**src/rtl/multicycle_sequencer.sv**
```systemverilog
// -----------------------------------------------------------------------------
// multicycle_sequencer
//   Multi-cycle control FSM for a shared single-ported datapath. Each
//   instruction walks FETCH -> DECODE -> EXEC -> (MEM) -> (WB). The FSM
//   emits one-cycle enables for the PC, the instruction register, the
//   register file and the flags, and runs the data-memory handshake.
//   EXEC is stretched to MUL_CYCLES cycles for MULT. A counter tracks
//   retired instructions.
//
// Parameters
//   MUL_CYCLES : number of EXEC cycles spent on a MULT (>= 1)
//   CNT_W      : width of the retired-instruction counter
//
// Ports
//   clk, rst_n   : clock (rising edge) and asynchronous active-low reset
//   run          : issue enable, sampled only in IDLE and at retire
//   imem_ack     : instruction memory data valid
//   dmem_ack     : data memory access complete
//   reg_w, mem_w, mem_to_reg, flag_w, pcs, is_mult : decoded control word
//   cond_ex      : condition check result, valid in EXEC
//   imem_req     : instruction fetch request
//   ir_write     : latch the instruction register
//   pc_inc       : PC <= PC + 4
//   pc_branch    : PC <= branch target
//   flag_we      : flags register write enable
//   reg_we       : register file write enable
//   dmem_req     : data memory request
//   dmem_we      : data memory write (qualifies dmem_req)
//   busy         : high whenever the FSM is not in IDLE
//   state        : current state encoding
//   retired      : retired-instruction count (wraps)
// -----------------------------------------------------------------------------
module multicycle_sequencer #(
  parameter int MUL_CYCLES = 3,
  parameter int CNT_W      = 16
) (
  input  logic             clk,
  input  logic             rst_n,
  input  logic             run,
  input  logic             imem_ack,
  input  logic             dmem_ack,
  input  logic             reg_w,
  input  logic             mem_w,
  input  logic             mem_to_reg,
  input  logic             flag_w,
  input  logic             pcs,
  input  logic             is_mult,
  input  logic             cond_ex,
  output logic             imem_req,
  output logic             ir_write,
  output logic             pc_inc,
  output logic             pc_branch,
  output logic             flag_we,
  output logic             reg_we,
  output logic             dmem_req,
  output logic             dmem_we,
  output logic             busy,
  output logic [2:0]       state,
  output logic [CNT_W-1:0] retired
);

  localparam logic [2:0] S_IDLE   = 3'd0;
  localparam logic [2:0] S_FETCH  = 3'd1;
  localparam logic [2:0] S_DECODE = 3'd2;
  localparam logic [2:0] S_EXEC   = 3'd3;
  localparam logic [2:0] S_MEM    = 3'd4;
  localparam logic [2:0] S_WB     = 3'd5;

  // The counter only ever holds MUL_CYCLES-1 down to 0.
  localparam int MC_W = (MUL_CYCLES > 1) ? $clog2(MUL_CYCLES) : 1;

  logic [2:0]       r_state;
  logic [MC_W-1:0]  r_mul_cnt;
  logic [CNT_W-1:0] r_retired;

  logic [2:0]       w_next_state;
  logic [MC_W-1:0]  w_mul_cnt_next;
  logic             w_retire;
  logic             w_exec_last;
  logic             w_is_cmp;
  logic [2:0]       w_ret_state;

  // The last EXEC cycle is the one where the MULT stretch counter has run out.
  assign w_exec_last = (r_mul_cnt == MC_W'(0));
  // A CMP only updates flags. It takes precedence over the memory and WB paths.
  assign w_is_cmp    = flag_w & ~reg_w & ~mem_w;
  // At retire, run decides whether the next fetch starts at once.
  assign w_ret_state = run ? S_FETCH : S_IDLE;

  // Next-state, MULT stretch counter and retire-strobe decode
  always_comb begin
    w_next_state   = r_state;
    w_mul_cnt_next = r_mul_cnt;
    w_retire       = 1'b0;
    case (r_state)
      S_IDLE: begin
        if (run) begin
          w_next_state = S_FETCH;
        end else begin
          w_next_state = S_IDLE;
        end
      end
      S_FETCH: begin
        if (imem_ack) begin
          w_next_state = S_DECODE;
        end else begin
          w_next_state = S_FETCH;
        end
      end
      S_DECODE: begin
        w_next_state = S_EXEC;
        if (is_mult) begin
          w_mul_cnt_next = MC_W'(MUL_CYCLES - 1);
        end else begin
          w_mul_cnt_next = MC_W'(0);
        end
      end
      S_EXEC: begin
        if (!w_exec_last) begin
          w_next_state   = S_EXEC;
          w_mul_cnt_next = r_mul_cnt - MC_W'(1);
        end else if (!cond_ex || pcs || w_is_cmp) begin
          // A no-op, a branch or a CMP finishes here.
          w_retire     = 1'b1;
          w_next_state = w_ret_state;
        end else if (mem_w || mem_to_reg) begin
          w_next_state = S_MEM;
        end else begin
          w_next_state = S_WB;
        end
      end
      S_MEM: begin
        if (!dmem_ack) begin
          w_next_state = S_MEM;
        end else if (mem_w) begin
          // A store has nothing to write back.
          w_retire     = 1'b1;
          w_next_state = w_ret_state;
        end else begin
          w_next_state = S_WB;
        end
      end
      S_WB: begin
        w_retire     = 1'b1;
        w_next_state = w_ret_state;
      end
      default: begin
        w_next_state   = S_IDLE;
        w_mul_cnt_next = MC_W'(0);
      end
    endcase
  end

  // State, MULT counter and retired-count registers
  always_ff @(posedge clk or negedge rst_n) begin
    if (!rst_n) begin
      r_state   <= S_IDLE;
      r_mul_cnt <= MC_W'(0);
      r_retired <= CNT_W'(0);
    end else begin
      r_state   <= w_next_state;
      r_mul_cnt <= w_mul_cnt_next;
      if (w_retire) begin
        r_retired <= r_retired + CNT_W'(1);
      end else begin
        r_retired <= r_retired;
      end
    end
  end

  // Enable decode from the current state (plus the same-cycle acks and decoded word)
  always_comb begin
    imem_req  = 1'b0;
    ir_write  = 1'b0;
    pc_inc    = 1'b0;
    pc_branch = 1'b0;
    flag_we   = 1'b0;
    reg_we    = 1'b0;
    dmem_req  = 1'b0;
    dmem_we   = 1'b0;
    case (r_state)
      S_FETCH: begin
        imem_req = 1'b1;
        ir_write = imem_ack;
        pc_inc   = imem_ack;
      end
      S_EXEC: begin
        if (w_exec_last && cond_ex) begin
          if (pcs) begin
            pc_branch = 1'b1;
          end else if (w_is_cmp) begin
            flag_we = 1'b1;
          end else if (mem_w || mem_to_reg) begin
            flag_we = 1'b0;
          end else begin
            // An ALU op (ADD or MULT) sets flags on its way to WB.
            flag_we = flag_w;
          end
        end else begin
          pc_branch = 1'b0;
        end
      end
      S_MEM: begin
        dmem_req = 1'b1;
        dmem_we  = mem_w;
      end
      S_WB: begin
        reg_we = reg_w;
      end
      default: begin
        imem_req = 1'b0;
      end
    endcase
  end

  assign busy    = (r_state != S_IDLE);
  assign state   = r_state;
  assign retired = r_retired;

endmodule

```
**config.mk**
```make
export PLATFORM = sky130hd
export DESIGN_NAME = multicycle_sequencer
export DESIGN_NICKNAME = d
export VERILOG_FILES = /design/src/rtl/multicycle_sequencer.sv
export SDC_FILE = /design/constraint.sdc
export NUM_CORES = 1
export LEC_CHECK = 0
export ABC_AREA = 0
export BUFFER_PORTS_ARGS = -buffer_cell sky130_fd_sc_hd__buf_2
export CORE_MARGIN = 2
export CORE_UTILIZATION = 45
export CTS_CLUSTER_DIAMETER = 200
export DETAILED_ROUTE_END_ITERATION = 16
export GPL_ROUTABILITY_DRIVEN = 0
export PLACE_DENSITY_LB_ADDON = 0.25
export SLEW_MARGIN = 20
export SYNTH_ARGS = -nofsm -noshare
export SYNTH_HDL_FRONTEND = slang
export SYNTH_SLANG_ARGS = --single-unit
```
**constraint.sdc**
```tcl
create_clock -name clk -period 1.9 [get_ports clk]
set_clock_uncertainty 0.2 [all_clocks]
set_input_delay 0.095 -clock clk [delete_from_list [all_inputs] [get_ports clk]]
set_output_delay 0.095 -clock clk [all_outputs]
set_load 0.05 [all_outputs]
```
==> impl_results.html <==
<table>
<tr><th>Metric</th><th>Value</th></tr>
<tr><th colspan="2">Run status</th></tr>
<tr><td>Result of the run</td><td>complete, no violations</td></tr>
<tr><th colspan="2">Floorplan</th></tr>
<tr><td>Effective utilization at floorplan</td><td>between 40% and 50%</td></tr>
<tr><td>Boundary Pins</td><td>40</td></tr>
<tr><td>Area of the core</td><td>2520 µm²</td></tr>
<tr><td>Floorplan die area</td><td>between 3000 and 4000 µm²</td></tr>
<tr><td>Floorplan die width</td><td>55.9 µm</td></tr>
<tr><td>Die boundary height</td><td>55.9 µm</td></tr>
<tr><td>FP Rows</td><td>18</td></tr>
<tr><th colspan="2">Pwr</th></tr>
<tr><td>Leakage power summed over all cells</td><td>0.000790 µW</td></tr>
<tr><td>Power per unit of standard cell area</td><td>1300 nW/µm²</td></tr>
<tr><td>Worst supply voltage drop on vdd</td><td>0.953 mV</td></tr>
<tr><th colspan="2">Critical path</th></tr>
<tr><td>Required time of the worst setup path</td><td>1.60 ns</td></tr>
<tr><td>Sort of element at the end of the critical path</td><td>output pin</td></tr>
<tr><td>Start-to-end type of the worst setup path</td><td>reg2out</td></tr>
<tr><td>Highest-delay cell along the critical path</td><td>sky130_fd_sc_hd__dfrtp_1</td></tr>
<tr><td>Delay of the slowest cell on the worst path</td><td>0.42 ns</td></tr>
<tr><td>Crit path top cell by count</td><td>sky130_fd_sc_hd__buf_4</td></tr>
<tr><td>Destination of the critical timing path</td><td>flag_we</td></tr>
<tr><td>Critical Path Fanout Max</td><td>5</td></tr>
<tr><td>Beginning of the worst register-to-register path</td><td>r_mul_cnt[0]</td></tr>
<tr><td>Series of cell instances along the critical path</td><td>inv_2 &gt; ha_4 &gt; nand4b_4 &gt; buf_4 &gt; nor2_1 &gt; buf_4</td></tr>
<tr><td>Critical Path Stages</td><td>6</td></tr>
<tr><td>Reg-to-reg endpoint</td><td>retired[15]</td></tr>
<tr><td>Worst setup SP type</td><td>register</td></tr>
<tr><td>Arrival time reported for the critical path endpoint</td><td>roughly 1.6 ns</td></tr>
<tr><td>Crit path buf inv count</td><td>3</td></tr>
<tr><td>Worst Setup SP</td><td>r_mul_cnt[0]</td></tr>
<tr><td>Largest delay contributor family on the critical path</td><td>buffers and inverters</td></tr>
<tr><td>Worst R2R Setup Slack</td><td>0.19 ns</td></tr>
<tr><td>Count of cells along the worst register-to-register path</td><td>7</td></tr>
<tr><th colspan="2">GRT</th></tr>
<tr><td>Maximum number of pins on one net before global-route repair</td><td>22</td></tr>
<tr><td>Global route total overflow</td><td>0</td></tr>
<tr><td>Antenna violations before repair</td><td>0</td></tr>
<tr><td>All-Layer GR Usage</td><td>about a fifth</td></tr>
<tr><td>Vias in the first global route</td><td>1064</td></tr>
<tr><td>First-pass GRT wire length</td><td>4.79 mm</td></tr>
<tr><th colspan="2">Timing</th></tr>
<tr><td>Slew Limit Fails</td><td>0</td></tr>
<tr><td>Worst-margin pin slew</td><td>0.483 ns</td></tr>
<tr><td>Number of hold violations in the final report</td><td>0</td></tr>
<tr><td>Period minus WS final</td><td>1.85 ns</td></tr>
<tr><td>Achievable Freq</td><td>about 540 MHz</td></tr>
<tr><td>Hold_ws</td><td>0.00984 ns</td></tr>
<tr><td>Relative slew margins</td><td>67.7%</td></tr>
<tr><td>Final clock period utilization by the worst path</td><td>97.2%</td></tr>
<tr><td>Finish-stage setup viols</td><td>0</td></tr>
<tr><th colspan="2">Clocking</th></tr>
<tr><td># clock sinks</td><td>21</td></tr>
<tr><td>Inserted Clock Buffers</td><td>3</td></tr>
<tr><td>Root buf cell</td><td>sky130_fd_sc_hd__clkbuf_4</td></tr>
<tr><td>Clock tree buffer depth</td><td>2</td></tr>
<tr><td>Depth of the CTS H-tree</td><td>1</td></tr>
<tr><td>Clock latency on the worst-skew pair</td><td>between 0.3 and 0.4 ns</td></tr>
<tr><td>CTS tree</td><td>yes</td></tr>
<tr><td>Clock transition at the registers of the reported paths</td><td>between 0.1 and 0.15 ns</td></tr>
<tr><th colspan="2">Layout</th></tr>
<tr><td>Design Area, Final</td><td>~1600 µm²</td></tr>
<tr><td>Layout cells sized above 1</td><td>around two fifths</td></tr>
<tr><td>Count of inserted antenna diode cells</td><td>0</td></tr>
<tr><td># nets final</td><td>between 150 and 200</td></tr>
<tr><td>Area growth from synthesis to layout</td><td>32.1%</td></tr>
<tr><td>Storage element area</td><td>529 µm²</td></tr>
<tr><td>Combined area of the multi-input logic cells</td><td>662 µm²</td></tr>
<tr><td>Commonest cells after routing, fill and taps aside</td><td>sky130_fd_sc_hd__buf_2, sky130_fd_sc_hd__dfrtp_1, sky130_fd_sc_hd__xnor2_1, sky130_fd_sc_hd__nand2_1, sky130_fd_sc_hd__buf_4</td></tr>
<tr><td>Most common cell after layout, fill and taps aside</td><td>sky130_fd_sc_hd__buf_2</td></tr>
<tr><td>Fill cell instance count of the final layout</td><td>217</td></tr>
<tr><th colspan="2">Synth</th></tr>
<tr><td>Synthesized area per cell</td><td>approximately 10 µm²</td></tr>
<tr><td>Number of synthesis warnings</td><td>0</td></tr>
<tr><td>Post-synthesis instance total</td><td>119</td></tr>
<tr><td>Number of distinct library cells after synthesis</td><td>36</td></tr>
<tr><td>Number of synthesized register bits</td><td>21</td></tr>
<tr><td>Total standard cell area after synthesis</td><td>around 1200 µm²</td></tr>
<tr><td>Sequential-to-total area share from yosys stat</td><td>between 40% and 50%</td></tr>
<tr><td>Number of nets produced by synthesis</td><td>133</td></tr>
<tr><th colspan="2">Route</th></tr>
<tr><td>Via density per instance</td><td>5.41</td></tr>
<tr><td>Antenna Nets Post-Route</td><td>0</td></tr>
<tr><td>Number of iterations in the first detailed-routing pass</td><td>4</td></tr>
<tr><td>Drt drc</td><td>0</td></tr>
<tr><td>Routed wirelength normalized by instance count</td><td>13.8 µm</td></tr>
<tr><td>First DRT Iteration DRCs</td><td>28</td></tr>
<tr><td>Routed vias</td><td>between 1k and 1.5k</td></tr>
<tr><td>Total length of routed wires</td><td>2.77 mm</td></tr>
<tr><th colspan="2">Run</th></tr>
<tr><td>Count of max-cap constraint violations</td><td>0</td></tr>
<tr><th colspan="2">Placed design</th></tr>
<tr><td>Placed standard-cell area</td><td>1470 µm²</td></tr>
<tr><td>DP HPWL</td><td>2.06 mm</td></tr>
<tr><td>Count of port buffers added during placement</td><td>39</td></tr>
<tr><th colspan="2">Worst hold path</th></tr>
<tr><td>Classification of the worst-slack hold path</td><td>in2reg</td></tr>
</table>
cell families after synthesis:
| group | after synthesis | synth area share, % |
|---|---|---|
| AND/OR/NAND/NOR | 41 | 19.8 |
| AO/OA/AOI/OAI | 27 | 16.5 |
| flip-flops | 21 | 43.3 |
| XOR/XNOR | 15 | 10.8 |
| buffers and inverters | 10 | 4.75 |
| multiplexers | 3 | 2.68 |
| adder cells (fa/ha/maj) | 2 | 2.06 |
metal layers:
layer | global-route usage, % | vias up | wire [µm]
li1 | - | 532 | -
met5 | 0 | - | 0
met2 | 31.8 | 30 | 1340
met1 | 26.0 | 521 | 1290
met3 | 2.09 | 4 | 115
met4 | 4.08 | 0 | 27
timing repair:
| action | in CTS | in global routing |
|---|---|---|
| gates resized for setup | 6 | 4 |
| endpoints found under the hold margin | 24 | 0 |
| buffers inserted | 0 | 3 |
| pin swaps | 0 | 0 |
| hold buffers | 5 | 0 |
| endpoints found under the setup margin | 2 | 4 |
stage by stage:
| step | worst slack, ns | total power [µW] | TNS [ns] | util (%) | instances |
|---|---|---|---|---|---|
| after floorplan | -0.0333 | 1530 | -0.0333 | - | 119 |
| after global placement | 0.179 | 1750 | 0 | 58.4 | 189 |
| after detailed placement | 0.0683 | 1780 | 0 | 58.4 | 189 |
| after CTS | 0.00852 | 2040 | 0 | 62.3 | 198 |
| after global routing | -0.0113 | 2210 | -0.0116 | 63.5 | 201 |
| final | 0.0526 | 2080 | 0 | 63.5 | 201 |
worst min-delay path by stage:
stage	from	end	slack, ns	cells after the start
global placement	rst_n	r_mul_cnt[1]	-0.12	1
detailed placement	rst_n	r_mul_cnt[1]	-0.11	1
finish	is_mult	r_mul_cnt[1]	0.01	4
floorplan	rst_n	r_mul_cnt[0]	-0.40	0
global route	is_mult	r_mul_cnt[1]	0.04	4
CTS	is_mult	r_mul_cnt[1]	0.01	4
sequential cells by signal, summed over array words and instances (netlist names):
name       cells
retired       16
r_mul_cnt      2
state          3
cells in the mapped netlist, drive strengths merged:
library cell	instances	area [µm²]
nand3b	1	7.51
nor2	9	33.8
ha	2	25.0
o22ai	3	18.8
and2b	3	25.0
a21oi	7	46.3
mux2	2	22.5
or3	1	6.26
nand2	10	37.5
a41o	1	10.0
clkbuf	1	3.75
or3b	1	11.3
xnor2	15	131
a221oi	1	8.76
dfrtp	21	526
o2111ai	7	61.3
mux2i	1	10.0
inv	5	18.8
o211ai	6	45.0
buf	4	35.0
and3	7	45.1
nand2b	1	6.26
o21ai	2	10.0
nor3b	1	7.51
nand3	2	10.0
nand4	1	6.26
nand4b	1	23.8
and2	3	20.0
worst register-to-register path, delay by kind of cell (launching register included):
family          cells  cell delay, ns
flops               1            0.42
compound gates      2            0.29
buf+inv             2            0.27
fa+ha+maj           1            0.17
xor+xnor            1            0.17
simple gates        1            0.11
area by class of cell:
cell class	count	share of cell area (%)
Tap cell	30	2.34
Multi-Input combinational cell	88	41.3
Inverter	5	1.17
Clock inverter	1	0.312
Clock buffer	3	1.41
Timing Repair Buffer	53	20.4
Sequential cell	21	33.0
where the power goes:
| part | internal [µW] | switching, µW | total (µW) |
|---|---|---|---|
| registers | 544 | 91.5 | 635 |
| logic | 422 | 805 | 1230 |
| clock network | 78.7 | 140 | 219 |
No activity file was read; power rests on OpenSTA's default activity.
